## src/rtl/video_pkg.sv

```systemverilog
// Shared video-stream types and sizing for the 320x240 RGB444 pixel path.
package video_pkg;

    localparam int DEF_FRAME_W = 320;
    localparam int DEF_FRAME_H = 240;
    localparam int X_W         = 9;
    localparam int Y_W         = 8;
    localparam int CNT_W       = 17;

    typedef struct packed {
        logic [3:0] r;
        logic [3:0] g;
        logic [3:0] b;
    } rgb444_t;

    typedef enum logic [1:0] {
        ST_IDLE    = 2'd0,
        ST_RUN     = 2'd1,
        ST_PUBLISH = 2'd2
    } tracker_state_t;

endpackage

```

## src/rtl/red_blob_tracker_if.sv

```systemverilog
// Avalon-ST pixel stream with sop/eop framing, as produced by the frame-buffer address generator.
interface red_blob_tracker_if;

    logic [11:0] snk_data;
    logic        snk_valid;
    logic        snk_sop;
    logic        snk_eop;
    logic        snk_ready;

    modport master (output snk_data, snk_valid, snk_sop, snk_eop, input snk_ready);
    modport slave  (input snk_data, snk_valid, snk_sop, snk_eop, output snk_ready);

endinterface

```

## src/rtl/red_pixel_classifier.sv

```systemverilog
// Combinational red-dominance test shared with the VGA overlay.
module red_pixel_classifier
    import video_pkg::*;
(
    input  rgb444_t    pix,
    input  logic [3:0] margin,
    output logic       is_red
);

    logic [4:0] g_th;
    logic [4:0] b_th;

    // 5-bit thresholds so G/B plus margin can never wrap
    always_comb begin
        g_th   = {1'b0, pix.g} + {1'b0, margin};
        b_th   = {1'b0, pix.b} + {1'b0, margin};
        is_red = ({1'b0, pix.r} >= g_th) && ({1'b0, pix.r} >= b_th);
    end

endmodule

```

## src/rtl/red_blob_tracker.sv

```systemverilog
// Per-frame red-pixel count and bounding box over an Avalon-ST video stream.
module red_blob_tracker
    import video_pkg::*;
#(
    parameter int FRAME_W = DEF_FRAME_W,
    parameter int FRAME_H = DEF_FRAME_H
) (
    input  logic               clk,
    input  logic               reset_n,
    red_blob_tracker_if.slave  snk,
    input  logic [3:0]         margin,
    output logic               frame_done,
    output logic               frame_error,
    output logic [CNT_W-1:0]   red_count,
    output logic               blob_found,
    output logic [X_W-1:0]     min_x,
    output logic [X_W-1:0]     max_x,
    output logic [Y_W-1:0]     min_y,
    output logic [Y_W-1:0]     max_y
);

    localparam logic [X_W-1:0] X_LAST = X_W'(FRAME_W - 1);
    localparam logic [Y_W-1:0] Y_LAST = Y_W'(FRAME_H - 1);

    tracker_state_t   state_q, state_nxt;
    logic             ready_q, err_q;
    rgb444_t          pix;
    logic             is_red, beat, is_last, frame_err, publish;
    logic [X_W-1:0]   x_q, cur_x, x_nxt;
    logic [Y_W-1:0]   y_q, cur_y, y_nxt;
    logic [CNT_W-1:0] cnt_q, cnt_nxt;
    logic [X_W-1:0]   min_x_q, max_x_q, min_x_nxt, max_x_nxt;
    logic [Y_W-1:0]   min_y_q, max_y_q, min_y_nxt, max_y_nxt;

    assign pix = snk.snk_data;

    red_pixel_classifier u_classifier (
        .pix    (pix),
        .margin (margin),
        .is_red (is_red)
    );

    // A frame beat is any accepted beat inside a frame, or an sop that (re)starts one
    always_comb begin
        beat      = snk.snk_valid && ready_q && ((state_q == ST_RUN) || snk.snk_sop);
        cur_x     = snk.snk_sop ? '0 : x_q;
        cur_y     = snk.snk_sop ? '0 : y_q;
        is_last   = (cur_x == X_LAST) && (cur_y == Y_LAST);
        frame_err = beat && (((state_q == ST_RUN) && snk.snk_sop) || (snk.snk_eop != is_last));
        publish   = beat && snk.snk_eop && is_last;
    end

    always_ff @(posedge clk or negedge reset_n) begin
        if (!reset_n) begin
            state_q <= ST_IDLE;
            ready_q <= 1'b0;
            err_q   <= 1'b0;
        end else begin
            state_q <= state_nxt;
            ready_q <= (state_nxt != ST_PUBLISH);
            err_q   <= frame_err;
        end
    end

    always_comb begin
        state_nxt = state_q;
        case (state_q)
            ST_IDLE, ST_RUN: begin
                if (beat) begin
                    if (publish)                        state_nxt = ST_PUBLISH;
                    else if (snk.snk_eop || is_last)    state_nxt = ST_IDLE;
                    else                                state_nxt = ST_RUN;
                end
            end
            ST_PUBLISH: state_nxt = ST_IDLE;
            default:    state_nxt = ST_IDLE;
        endcase
    end

    assign snk.snk_ready = ready_q;
    assign frame_done    = (state_q == ST_PUBLISH);
    assign frame_error   = err_q;

    // Next accumulator values include the current beat so the final pixel lands in the published result
    always_comb begin
        x_nxt     = (cur_x == X_LAST) ? '0 : cur_x + 1'b1;
        y_nxt     = (cur_x == X_LAST) ? cur_y + 1'b1 : cur_y;
        cnt_nxt   = snk.snk_sop ? '0 : cnt_q;
        min_x_nxt = snk.snk_sop ? '0 : min_x_q;
        max_x_nxt = snk.snk_sop ? '0 : max_x_q;
        min_y_nxt = snk.snk_sop ? '0 : min_y_q;
        max_y_nxt = snk.snk_sop ? '0 : max_y_q;
        if (is_red) begin
            if (cnt_nxt == '0) begin
                min_x_nxt = cur_x;
                max_x_nxt = cur_x;
                min_y_nxt = cur_y;
                max_y_nxt = cur_y;
            end else begin
                if (cur_x < min_x_nxt) min_x_nxt = cur_x;
                if (cur_x > max_x_nxt) max_x_nxt = cur_x;
                if (cur_y < min_y_nxt) min_y_nxt = cur_y;
                if (cur_y > max_y_nxt) max_y_nxt = cur_y;
            end
            cnt_nxt = cnt_nxt + 1'b1;
        end
    end

    always_ff @(posedge clk) begin
        if (beat) begin
            x_q     <= x_nxt;
            y_q     <= y_nxt;
            cnt_q   <= cnt_nxt;
            min_x_q <= min_x_nxt;
            max_x_q <= max_x_nxt;
            min_y_q <= min_y_nxt;
            max_y_q <= max_y_nxt;
        end
    end

    always_ff @(posedge clk or negedge reset_n) begin
        if (!reset_n) begin
            red_count  <= '0;
            blob_found <= 1'b0;
            min_x      <= '0;
            max_x      <= '0;
            min_y      <= '0;
            max_y      <= '0;
        end else if (publish) begin
            red_count  <= cnt_nxt;
            blob_found <= (cnt_nxt != '0);
            min_x      <= min_x_nxt;
            max_x      <= max_x_nxt;
            min_y      <= min_y_nxt;
            max_y      <= max_y_nxt;
        end
    end

endmodule
```

## src/flat_wrapper.sv

```systemverilog
// flat-port wrapper written by rule: the top's interface ports become plain ports
module red_blob_tracker_flat import video_pkg::*;
#(
    parameter int FRAME_W = DEF_FRAME_W,
    parameter int FRAME_H = DEF_FRAME_H
)
  (clk, reset_n, margin, frame_done, frame_error, red_count, blob_found, min_x, max_x, min_y, max_y, snk_snk_data, snk_snk_valid, snk_snk_sop, snk_snk_eop, snk_snk_ready);
  red_blob_tracker_if snk_i ();
  input  logic clk;
  input  logic reset_n;
  input  logic [3:0] margin;
  output logic frame_done;
  output logic frame_error;
  output logic [CNT_W-1:0] red_count;
  output logic blob_found;
  output logic [X_W-1:0] min_x;
  output logic [X_W-1:0] max_x;
  output logic [Y_W-1:0] min_y;
  output logic [Y_W-1:0] max_y;
  input wire logic [$bits(snk_i.snk_data)-1:0] snk_snk_data;
  input wire logic [$bits(snk_i.snk_valid)-1:0] snk_snk_valid;
  input wire logic [$bits(snk_i.snk_sop)-1:0] snk_snk_sop;
  input wire logic [$bits(snk_i.snk_eop)-1:0] snk_snk_eop;
  output wire logic [$bits(snk_i.snk_ready)-1:0] snk_snk_ready;
  assign snk_i.snk_data = snk_snk_data;
  assign snk_i.snk_valid = snk_snk_valid;
  assign snk_i.snk_sop = snk_snk_sop;
  assign snk_i.snk_eop = snk_snk_eop;
  assign snk_snk_ready = snk_i.snk_ready;
  red_blob_tracker #(.FRAME_W(FRAME_W), .FRAME_H(FRAME_H)) u_core (.clk(clk), .reset_n(reset_n), .snk(snk_i), .margin(margin), .frame_done(frame_done), .frame_error(frame_error), .red_count(red_count), .blob_found(blob_found), .min_x(min_x), .max_x(max_x), .min_y(min_y), .max_y(max_y));
endmodule
```

## config.mk

```make
export PLATFORM = sky130hd
export DESIGN_NAME = red_blob_tracker_flat
export DESIGN_NICKNAME = d
export VERILOG_FILES = /design/src/rtl/video_pkg.sv /design/src/rtl/red_blob_tracker_if.sv /design/src/rtl/red_pixel_classifier.sv /design/src/rtl/red_blob_tracker.sv /design/src/flat_wrapper.sv
export SDC_FILE = /design/constraint.sdc
export NUM_CORES = 1
export LEC_CHECK = 0
export ABC_AREA = 1
export BUFFER_PORTS_ARGS = -buffer_cell sky130_fd_sc_hd__buf_2
export CORE_ASPECT_RATIO = 1.2
export CORE_MARGIN = 4
export CORE_UTILIZATION = 45
export CTS_CLUSTER_DIAMETER = 60
export DETAILED_ROUTE_END_ITERATION = 12
export PLACE_DENSITY_LB_ADDON = 0.25
export SYNTH_ARGS = -nofsm -noshare
export SYNTH_HDL_FRONTEND = slang
export SYNTH_SLANG_ARGS = --single-unit
export TNS_END_PERCENT = 1
```

## constraint.sdc

```tcl
create_clock -name clk -period 10.4 [get_ports clk]
set_input_delay 2.08 -clock clk [delete_from_list [all_inputs] [get_ports clk]]
set_output_delay 2.08 -clock clk [all_outputs]
set_load 0.005 [all_outputs]
```

==> summary.md, run 1 <==
| Metric | Value |
|---|---|
| Vias in the first global route | 6082 |
| Worst Setup End Kind | flip-flop |
| Startpoint types | input pin |
| Cell accounting for the most synthesized area | edfxtp_1 |
| Cts hold-fix bufs | 0 |
| Most frequent cells in the layout | 348 x nand2_1, 92 x inv_1, 75 x buf_2 |
| CP max FO | 36 |
| Mapped Cells | 907 |
| Storage element area | 3443 um2 |
| Register-to-register setup slack | 7.55 ns |
| Pint | 962.3 uW |
| Share of layout cells above drive strength 1 | 14.26% |
| Synth Area in Simple Gates | 29.57% |
| Clock skew | 0.01226 ns |
| Synth area leaders | edfxtp_1 27%, dfrtp_1 19%, nand2_1 18% |
| Flops & latches, synth | 124 |
| DRC Markers | 0 |
| RSZ-0062 raised after global routing | false |
| Synth warnings | 0 |
| DP HPWL | 12080 um |
| TNS Setup | 0 ns |
| Delay-heaviest family, CP | buffers and inverters |
| Post-CTS setup buffer count | 0 |
| LEAKAGE | 0.004556 uW |
| Area Growth Syn to Fin | 14.90% |
| Root buf cell | clkbuf_16 |
| Adder-Cell Fraction of Synth Area | 9.437% |
| Clock network power share | 42.4% |
| Hold Path Origin | u_core.max_x[7] |
| Synth Area in Compound Gates | 5.626% |
| Status | finished clean |
| RR Startpoint | u_core.x_q[1] |
| Clk Latency, worst-skew pair | 0.43 ns |
| Synthesized area | 7451 um2 |
| Number of fill cells | 1609 |
| Core outline area | 16270 um2 |
| Wire length per cell | 14.27 um |
| Final wirelength | 17240 um |
| Cell variety after synth | 44 |
| Clock Tree Buf Depth | 2 |
| WP data arrival | 4.95 ns |
| Clock tree sinks | 124 |
| Initial antenna violation count | 0 |
| Die area | 18690 um2 |
| Ant diodes | 0 |
| CTS clk-pin slew, worst paths | 0.06 ns |
| Io pins | 76 |
| CP Launch Point | snk_snk_sop |
| Drt via density | 5.022 |
| Fin worst setup slack | 5.582 ns |
| CP bufs+invs | 3 |
| Largest family of logic cells by synthesized area | simple AND/OR/NAND/NOR gates |
| Die Wd | 125.5 um |
| Syn_area_per_cell | 8.215 um2 |
| Crit path largest cell delay | 0.51 ns |
| Post-synthesis mux area share | 0% |
| Reg power frac | 42.6% |
| Worst min-delay path class | flip-flop to flip-flop |
| Htree depth | 4 |
| Global-route wire length before repair | 29730 um |
| Nets | 1059 |
| Final min period | 4.818 ns |
| Sw Pwr | 370.2 uW |
| Most common cell after layout, fill and taps aside | nand2_1 |
| Num rows | 51 |
| Pwr Density | 155.7 nW/um2 |
| Final worst path period share | 46.33% |
| Via count | 6067 |
| DRT Pass-1 Iters | 5 |
| Initial DRC count | 408 |
| Placement Setup Slack | 5.125 ns |
| TritonCTS clock tree | built |
| Achievable frequency | 207.5 MHz |
| CTS resizes | 0 |
| Yosys top cell area share | 27.41% |
| GR Overflow Total | 0 |
| Least-Margin Pin Slew | 0.9630 ns |
| Die Y | 149.0 um |
| Multi-input gate area | 3502 um2 |
| GP Congestion | 0.8768 |
| Logic pwr share | 15.0% |
| Final Max Tran Viols | 0 |
| Sequential area share after synthesis | 46.21% |
| Critical path type | input pin to flip-flop |
| Slew margin rel. | 35.80% |
| Post-synthesis net count | 983 |
| Max cap viols | 0 |
| Switching share of total power | 27.78% |
| CTS Buf Count | 17 |
| Largest net degree at the start of global routing | 74 |
| CP max stage cell | inv_2 |
| Post-Synth XOR/XNOR Area | 2.351% |
| Hold Violations, Final | 0 |
| Post-route ant nets | 0 |
| CP Data Required Time | 10.54 ns |
| Critical-path cell list | buf_2 -> inv_2 -> buf_4 -> nand2_1 -> ha_1 -> nand2_1 -> o21ai_0 -> nand2_1 -> a21oi_1 -> o21ai_0 -> a21oi_4 -> o21ai_0 |
| I/O Buffers | 75 |
| Peak VDD IR | 0.0001116 V |
| Initial Utilization | 45.79% |
| Number of setup violations in the final report | 0 |
| GRT Total Usage | 19.59% |
==> power groups by stage <==
stage / logic [uW] / registers (uW) / clock network, uW
6_report: 200 / 568 / 565
4_1_cts: 202 / 568 / 579
3_3_place_gp: 196 / 577 / 0
3_5_place_dp: 201 / 577 / 0
5_1_grt: 233 / 571 / 599
2_1_floorplan: 149 / 575 / 0
==> tightest hold or removal path: cells and delay by family, from the launching register on <==
kind	cells	cell delay, ns
flip-flops	1	0.34
AND/OR/NAND/NOR	2	0.10
==> through the flow <==
stage | total power [uW] | std cells | hold slack (ns) | utilization, % | area, um2
finish | 1333 | 1208 | 0.4719 | 52.61 | 8561
global route | 1402 | 1208 | 0.4986 | 52.61 | 8561
CTS | 1348 | 1208 | 0.4756 | 52.61 | 8561
detailed placement | 777.5 | 1176 | 0.4600 | 49.11 | 7991
global placement | 773.1 | 1176 | 0.4593 | 49.11 | 7991
floorplan | 723.1 | 907 | 0.4720 | - | 7451
==> registers in the layout, summed over array words and instances, names as in the netlist, 9 cells and up <==
name,count
u_core.cnt_q,17
u_core.red_count,17
u_core.max_x,9
u_core.max_x_q,9
u_core.min_x,9
u_core.min_x_q,9
u_core.x_q,9
==> final timing paths <==
check                                       end  depth (start not counted)
max                           u_core.max_x_q[7]                         12
min                             u_core.max_x[7]                          2
max reg2reg                   u_core.blob_found                         14
min reg2reg                     u_core.max_x[7]                          2
max in group asynchronous  u_core.snk.snk_ready                          2
min in group asynchronous       u_core.max_x[6]                          2
==> synthesized netlist by cell type (all sizes together) <==
cell type	instances
o2bb2ai	1
xnor2	3
a21oi	23
and2	16
nor3b	1
clkinv	1
clkbuf	11
buf	13
inv	95
edfxtp	68
o211ai	1
xor2	17
nor2	57
and3	1
or2	1
o21ai	38
nor4	4
nand4	19
fa	2
nand3	59
ha	53
dfrtp	56
nor3	7
a31oi	1
o2111ai	1
o21a	3
nand2	352
o21bai	1
nand3b	1
a21o	1
==> logic make-up (layout without fill, tap and decap cells) <==
kind of cell / Yosys count / after routing
and+or+nand+nor: 518 / 518
buffers and inverters: 120 / 209
xor gates and xnor gates: 20 / 20
adders and majority gates: 55 / 55
DFF: 124 / 124
AOI/OAI and AO/OA: 70 / 70
==> layout make-up <==
class,instances,area share (%)
clock buffer,19,5.291
clock inverter,13,1.359
inverter,96,4.209
multi-input combinational,663,40.91
sequential,124,40.22
tap,212,3.099
timing repair buffer,81,4.911
==> routing by layer <==
layer,wire length (um),track usage (%),vias to the layer above
li1,-,-,3111
met1,8231,25.94,2808
met2,8085,32.68,128
met3,701,4.226,20
met4,221,5.423,0
met5,0,0,-
(Power assumes the default switching activity.)
==> inputs of run 2 (changes only) <==
clock period = 4.2 ns   (was 10.4 ns; I/O delays follow)
==> run 2 against run 1 <==
Against the previous run: sequential share of layout area decreased by 0.48 points; register-to-register slack worse by 5.9 ns; highest routed layer unchanged; hold slack got worse by 0.032 ns; critical path depth increased by 1; critical endpoint is now u_core.max_y_q[6]; largest cell class unchanged; non-clock buffer count is 12 higher.
==> summary.md, run 2 (synthesis results as in run 1) <==
| Metric | Value |
|---|---|
| Status | finished clean |
| Cts hold-fix bufs | 0 |
| Io pins | 76 |
| CTS resizes | 0 |
| Biggest registers after layout | u_core.cnt_q: 17 flops, u_core.red_count: 17 flops |
| WP data arrival | 3.43 ns |
| RSZ-0062 raised after global routing | false |
| Startpoint types | input pin |
| Initial DRC count | 427 |
| GRT Total Usage | 19.11% |
| Post-CTS setup buffer count | 0 |
| CP max FO | 35 |
| Clock tree sinks | 124 |
| Pwr Density | 385.1 nW/um2 |
| Top cell by count, worst path | nand2_1 |
| CP bufs+invs | 3 |
| Delay-heaviest family, CP | simple AND/OR/NAND/NOR gates |
| Initial antenna violation count | 0 |
| CP max stage cell | inv_2 |
| R2r endpoint | u_core.max_y_q[6] |
| Reg2reg path depth | 11 |
| Most frequent cells in the layout | 348 x nand2_1, 92 x inv_1, 75 x buf_2 |
| Nets | 1071 |
| Share of layout cells above drive strength 1 | 14.98% |
| Slew margin rel. | 57.88% |
| Critical-path cell list | buf_2 -> inv_2 -> nand2_1 -> inv_1 -> ha_1 -> a21oi_1 -> nor2_1 -> o21ai_0 -> o2bb2ai_1 -> nand2_1 -> nand2_1 -> nand2_1 -> and2_1 |
| Die area | 18690 um2 |
| Die Wd | 125.5 um |
| Placed insts | 1188 |
| Worst min-delay path class | input pin to asynchronous set/reset pin |
| Critical path type | input pin to flip-flop |
| Hold Violations, Final | 0 |
| Via count | 6117 |
| Vias in the first global route | 5992 |
| Storage element area | 3443 um2 |
| Initial Utilization | 45.79% |
| DRC Markers | 0 |
| Clk Latency, worst-skew pair | 0.42 ns |
| Multi-input gate area | 3502 um2 |
| Post-route ant nets | 0 |
| Drt via density | 5.014 |
| Number of setup violations in the final report | 0 |
| Htree depth | 4 |
| Achievable frequency | 307.0 MHz |
| Register-to-register setup slack | 1.66 ns |
| CTS Buf Count | 17 |
| Largest net degree at the start of global routing | 42 |
| Wire length per cell | 13.97 um |
| Number of fill cells | 1576 |
| Max cap viols | 0 |
| Final Max Tran Viols | 0 |
| Root buf cell | clkbuf_16 |
| Final worst path period share | 77.55% |
| Clock Tree Buf Depth | 2 |
| Post-Layout Cell Count | 1220 |
| CP Data Required Time | 4.37 ns |
| Final min period | 3.257 ns |
| TritonCTS clock tree | built |
| Area Growth Syn to Fin | 16.29% |
| Finished Core Util | 53.25% |
| CTS clk-pin slew, worst paths | 0.05 ns |
| Least-Margin Pin Slew | 0.6309 ns |
| Most common cell after layout, fill and taps aside | nand2_1 |
| GP Congestion | 0.8804 |
| Power, Total | 3336 uW |
| Global-route wire length before repair | 28980 um |
| GR Overflow Total | 0 |
| DRT Pass-1 Iters | 5 |
| Ant diodes | 0 |
| Worst Setup End Kind | flip-flop |
| LEAKAGE | 0.004619 uW |
| I/O Buffers | 75 |
| Die Y | 149.0 um |
| RR Startpoint | u_core.y_q[5] |
| Crit path largest cell delay | 0.46 ns |
| Clock skew | 0.008115 ns |
| Peak VDD IR | 0.0003138 V |
| Final wirelength | 17040 um |
| DP HPWL | 12320 um |
| Core outline area | 16270 um2 |
| TNS Setup | 0 ns |
| Num rows | 51 |
| Final hold slack | 0.4396 ns |
[run 2: changes by cell type in the layout (fill, tap and decap cells not counted), sizes merged]
cell	change
bufinv	+1
clkinv	+1
buf	+12
inv	-3
clkinvlp	-1
clkbuf	+2
[run 2: worst max path at each step]
stage | start | end | slack, ns | cells after the start
6_report | snk_snk_sop | u_core.max_y_q[6] | 0.94 | 13
5_1_grt | snk_snk_sop | u_core.blob_found | 0.60 | 21
4_1_cts | snk_snk_sop | u_core.max_y_q[6] | 0.96 | 13
3_5_place_dp | snk_snk_sop | u_core.max_y_q[6] | 0.51 | 13
3_3_place_gp | snk_snk_sop | u_core.blob_found | 0.54 | 21
2_1_floorplan | snk_snk_sop | u_core.max_y[7] | 0.09 | 9
[run 2: where the power goes]
| part | switching (uW) | internal (uW) |
|---|---|---|
| Sequential | 26.6 | 1380 |
| Clock | 541 | 885 |
| Combinational | 337 | 170 |
| Total | 905 | 2430 |
[run 2: cell type report]
type	instances	share of cell area, %
clock buffers	21	5.199
clock inverters	11	1.386
inverters	96	4.159
multi-input cells	663	40.42
flip-flops and latches	124	39.74
well taps	212	3.061
repair buffers	93	6.036
[run 2: per-stage QoR]
step,cell area [um2],setup WS (ns)
2_1_floorplan,7451,0.09489
3_3_place_gp,8094,0.5354
3_5_place_dp,8094,0.5078
4_1_cts,8665,0.9564
5_1_grt,8665,0.6035
6_report,8665,0.9427
[run 2: per-layer routing]
| layer | vias up | share of wire, % | global-route usage [%] |
|---|---|---|---|
| met5 | - | 0 | 0 |
| met4 | 0 | 2.1 | 6.670 |
| met3 | 28 | 5.2 | 4.728 |
| met2 | 148 | 46 | 30.92 |
| met1 | 2806 | 46 | 25.16 |
| li1 | 3135 | - | - |
